===== config.mk =====
export PLATFORM = sky130hd
export DESIGN_NAME = inst_fetch
export DESIGN_NICKNAME = d
export VERILOG_FILES = /design/src/rtl/inst_fetch.sv
export SDC_FILE = /design/constraint.sdc
export NUM_CORES = 1
export LEC_CHECK = 0
export CORE_MARGIN = 2
export CORE_UTILIZATION = 50
export DETAILED_ROUTE_END_ITERATION = 12
export PLACE_DENSITY = 0.72
export SYNTH_ARGS = -nofsm -noshare
export SYNTH_HDL_FRONTEND = slang
export SYNTH_SLANG_ARGS = --single-unit

===== constraint.sdc =====
create_clock -name clk -period 5.55 [get_ports clk]
set_input_delay 1.11 -clock clk [delete_from_list [all_inputs] [get_ports clk]]
set_output_delay 1.11 -clock clk [all_outputs]
set_load 0.02 [all_outputs]

===== src/rtl/inst_fetch.sv =====
// Instruction fetch stage: fetch PC, ROM request and a prefetch queue feeding decode.
// Latency: an instruction pushed at edge N is presented after edge N (no bypass).
// Backpressure: stall_i holds the queue head; the ROM is read only while a push can land.
module inst_fetch #(
  parameter logic [31:0] RESET_PC = 32'h0000_0000,
  parameter int          QDEPTH   = 4
) (
  input  logic        clk,
  input  logic        rst,
  input  logic        stall_i,
  input  logic        branch_flag_i,
  input  logic [31:0] branch_target_i,
  output logic        rom_ce_o,
  output logic [31:0] rom_addr_o,
  input  logic [31:0] rom_inst_i,
  output logic        if_valid_o,
  output logic [31:0] if_pc_o,
  output logic [31:0] if_inst_o
);

  localparam int             AW      = $clog2(QDEPTH);
  localparam logic [AW:0]    CNT_MAX = (AW+1)'(QDEPTH);
  localparam logic [31:0]    PC_INIT = {RESET_PC[31:2], 2'b00};

  logic [31:0]   r_pc;
  logic          r_started;
  logic [AW-1:0] r_wr_ptr;
  logic [AW-1:0] r_rd_ptr;
  logic [AW:0]   r_count;
  logic [31:0]   r_q_pc   [QDEPTH];
  logic [31:0]   r_q_inst [QDEPTH];

  logic w_valid;
  logic w_full;
  logic w_pop;
  logic w_push;
  logic w_ce;
  logic w_unused_tgt_lsbs;

  // Low target bits are dropped: fetch addresses are always word aligned.
  assign w_unused_tgt_lsbs = &{1'b0, branch_target_i[1:0]};

  assign w_valid = (r_count != '0);
  assign w_full  = (r_count == CNT_MAX);
  // A redirect suppresses both queue operations.
  assign w_pop   = w_valid & ~stall_i & ~branch_flag_i;
  // Reading while full is allowed only when the head leaves on the same edge.
  assign w_ce    = r_started & (~w_full | w_pop);
  assign w_push  = w_ce & ~branch_flag_i;

  assign rom_ce_o   = w_ce;
  assign rom_addr_o = r_pc;
  assign if_valid_o = w_valid;
  assign if_pc_o    = w_valid ? r_q_pc[r_rd_ptr]   : 32'h0;
  assign if_inst_o  = w_valid ? r_q_inst[r_rd_ptr] : 32'h0;

  // Fetch PC, pointers and occupancy; a redirect flushes and reloads the PC.
  always_ff @(posedge clk or negedge rst) begin
    if (!rst) begin
      r_pc      <= PC_INIT;
      r_started <= 1'b0;
      r_wr_ptr  <= '0;
      r_rd_ptr  <= '0;
      r_count   <= '0;
    end else begin
      r_started <= 1'b1;
      if (branch_flag_i) begin
        r_pc     <= {branch_target_i[31:2], 2'b00};
        r_wr_ptr <= '0;
        r_rd_ptr <= '0;
        r_count  <= '0;
      end else begin
        if (w_push) begin
          r_pc     <= r_pc + 32'd4;
          r_wr_ptr <= r_wr_ptr + AW'(1);
        end
        if (w_pop) begin
          r_rd_ptr <= r_rd_ptr + AW'(1);
        end
        if (w_push && !w_pop) begin
          r_count <= r_count + (AW+1)'(1);
        end else if (w_pop && !w_push) begin
          r_count <= r_count - (AW+1)'(1);
        end
      end
    end
  end

  // Queue storage needs no reset; validity comes from count and pointers only.
  always_ff @(posedge clk) begin
    if (w_push) begin
      r_q_pc[r_wr_ptr]   <= r_pc;
      r_q_inst[r_wr_ptr] <= rom_inst_i;
    end
  end

endmodule


==> results.py <==
metrics = {
    "yosys": {
        "synth_warnings": 0,
        "ys.flop_type": "edfxtp_1",
        "yosysSeqAreaShare_pct": 71.6,
        "yosysMostFrequentCell": "edfxtp_1",
        "syn_area_sq_um": 11700,
        "synth_top_area_share_pct": 63.5,
        "synth.largest_area_cell": "edfxtp_1",
        "ys_seq_elements": 286,
        "ys_async_sr_fraction_pct": 13.3,
        "syn_area_per_cell_sq_um": 18.0,
        "synth_cell_types": 49,
        "synth_cells": 651,
        "synth_common_cells": "edfxtp_1 (248), nor2b_1 (64), mux4_2 (62), dfrtp_1 (38), nand2_1 (38)",
        "synth_top_cells_by_area": "edfxtp_1 (63%), mux4_2 (12%), dfrtp_1 (8.1%), nor2b_1 (3.4%), xnor2_1 (1.3%)",
        "synth-edff-count": 248,
    },
    "cells_and_area": {
        "synthToLayoutAreaGrowth_pct": 24.4,
        "num_antenna_cells": 0,
        "drive_above_1_share_pct": 16.5,
        "nNetsFinal": 889,
    },
    "sta": {
        "finalMaxSlewViolations": 0,
        "timing.hold.ws_ns": 0.592,
        "hold_viol": 0,
        "timing.fmax_ghz": 0.236,
        "timing.final.crit_share_pct": 76.4,
        "worst_pin_slew_ns": 1.04,
        "fin_crit_ns": 4.24,
        "rsz0062_at_grt": "false",
        "setup_viol": 0,
        "tns_ns": 0,
        "slew_headroom_pct": 30.3,
        "fin_worst_skew_ns": 0.0139,
    },
    "power_and_ir_drop": {
        "p_leak_nw": 4.81,
        "power_density_nw_per_um2": 444,
        "ir_drop_uv": 334,
    },
    "clock_tree": {
        "cts_tree": "built",
        "cts_resized": 0,
        "cts-root-buf": "clkbuf_16",
        "cts_buffers": 29,
        "cts_hold_buf": 0,
        "clk-insertion-delay-late_ns": 0.53,
        "clock_path_buffers": 3,
        "postCtsSetupBuffers": 0,
        "clk_pin_slew_ns": 0.06,
        "htreeDepth": 1,
        "cts_sinks": 286,
    },
    "worst_setup_path": {
        "cp_common_cell": "clkdlybuf4s50_1",
        "cp_max_fo": 17,
        "cp_top_family": "buffers and inverters",
        "critical_path.endpoint_type": "output pin",
        "path_cells": "clkdlybuf4s50_1, nor2_1, o21ai_4, inv_2, clkdlybuf4s50_1",
        "cp.required_ns": 4.44,
        "crit_buf_inv": 3,
        "crit_type": "in2out",
        "slowest_stage": "clkdlybuf4s50_1",
        "setup.worst_path.start_class": "input pin",
        "crit_arrival_ns": 3.13,
        "slowest_delay_ns": 0.61,
    },
    "routing": {
        "dr.pass1.iters": 5,
        "wl_per_cell_microns": 20.7,
        "vias": 6353,
        "route.detailed.drc": 0,
        "totalWireLength_mm": 23.9,
        "viasPerCell": 5.50,
        "ant_nets": 0,
        "drt_iter0_drc": 334,
    },
    "placement": {
        "hpwlAfterDp_mm": 13.7,
        "portBuffers": 159,
        "routabilityCongestion": 0.850,
    },
    "floorplan": {
        "boundaryPins": 166,
        "start_util_pct": 50.5,
        "rows": 56,
        "die_h_microns": 157,
        "core-area_sq_um": 23300,
        "die_w_microns": 157,
        "die-area_sq_um": 24700,
    },
    "global_route": {
        "grt_start_max_net_pins": 65,
        "grt_pass1_wl_mm": 37.2,
        "track_usage_pct": 19.6,
        "antenna_found_initial": 0,
        "overflow": 0,
        "grt_pass1_vias": 6712,
    },
    "run": {
        "cap_violations": 0,
    },
    "run_status": {
        "status": "finished clean",
    },
    "worst_hold_path": {
        "min_path_type": "reg2reg",
    },
}
## routing by layer
| layer | GRT usage (%) | routed length [microns] | vias to the layer above |
|---|---|---|---|
| li1 | - | - | 2846 |
| met3 | 3.88 | 1680 | 43 |
| met4 | 5.24 | 481 | 0 |
| met1 | 27.2 | 10200 | 3221 |
| met5 | 0 | 0 | - |
| met2 | 32.3 | 11600 | 243 |
## registers in the layout (all words and copies together), names as in the netlist
name        flops
r_q_inst      128
r_q_pc        120
rom_addr_o     30
r_count         3
r_rd_ptr        2
r_wr_ptr        2
r_started       1
## through the flow
stage	instance area [sq um]	total power, mW	setup WS [ns]	cells	utilization [%]
finish	14600	6.48	1.31	1156	62.8
global route	14600	6.77	1.23	1156	62.8
CTS	14600	6.55	1.33	1156	62.8
detailed placement	13600	4.60	1.35	1103	58.6
global placement	13600	4.57	1.37	1103	58.6
floorplan	11700	3.77	1.93	654	-
## power by group
part / total [mW] / internal (mW) / switching [mW]
registers: 2.65 / 2.49 / 0.163
logic: 1.87 / 0.933 / 0.937
clock network: 1.96 / 1.19 / 0.762
## final timing paths
| check | slack [ns] | from | endpoint | depth (start not counted) |
|---|---|---|---|---|
| worst max-delay path | 1.31 | stall_i | rom_ce_o | 5 |
| worst min-delay path | 0.59 | rom_addr_o[31]$_DFFE_PN0N_ | r_q_pc[0][31]$_DFFE_PP_ | 0 |
| worst max register to register | 2.81 | r_count[0]$_DFFE_PN0P_ | r_count[2]$_DFFE_PN0P_ | 9 |
| worst min register to register | 0.59 | rom_addr_o[31]$_DFFE_PN0N_ | r_q_pc[0][31]$_DFFE_PP_ | 0 |
| max in group asynchronous | 4.12 | rst | r_rd_ptr[0]$_DFFE_PN0P_ | 1 |
| min in group asynchronous | 0.72 | rst | rom_addr_o[21]$_DFFE_PN0N_ | 1 |
## cell usage in the layout, fill, tap and decap left out, types with 4 or more instances in the layout
cell type and instances:
xor2_1 14, and3_1 9, nand4_1 13, xnor2_1 18, nor2_1 12, nand3_1 5, mux4_2 62, clkbuf_1 8
nand2_1 38, edfxtp_1 248, clkinv_2 5, clkdlybuf4s50_1 157, buf_4 4, inv_1 11, dfrtp_1 36, and2_4 4
o21ai_1 19, nor2b_1 64, ha_1 5, clkbuf_16 31, conb_1 5, mux2i_1 4, mux2_2 4, and4_1 5
## layout make-up
| cell class | count | area [sq um] |
|---|---|---|
| clock buffers | 42 | 847 |
| fillers | 1667 | 8660 |
| flip-flops and latches | 286 | 8400 |
| repair buffers | 164 | 1630 |
| multi-input cells | 322 | 3150 |
| well taps | 319 | 399 |
| clock inverters | 11 | 126 |
| inverters | 12 | 45.0 |
## worst reg2reg max path, delay by kind of cell, from the launching register on
| kind | cells | cell delay [ns] |
|---|---|---|
| and+or+nand+nor | 5 | 1.00 |
| DFF | 1 | 0.46 |
| buffers and inverters | 1 | 0.66 |
| adders and majority gates | 1 | 0.22 |
| AOI/OAI and AO/OA | 2 | 0.33 |
## cell families after synthesis
group / Yosys count / synth area share, %
AOI/OAI and AO/OA: 35 / 1.94
xor gates and xnor gates: 32 / 2.39
adders and majority gates: 6 / 0.704
buffers and inverters: 46 / 1.83
DFF: 286 / 71.6
muxes: 70 / 12.6
other: 2 / 0.0640
and+or+nand+nor: 174 / 8.89
No activity file was read; power rests on OpenSTA's default activity.
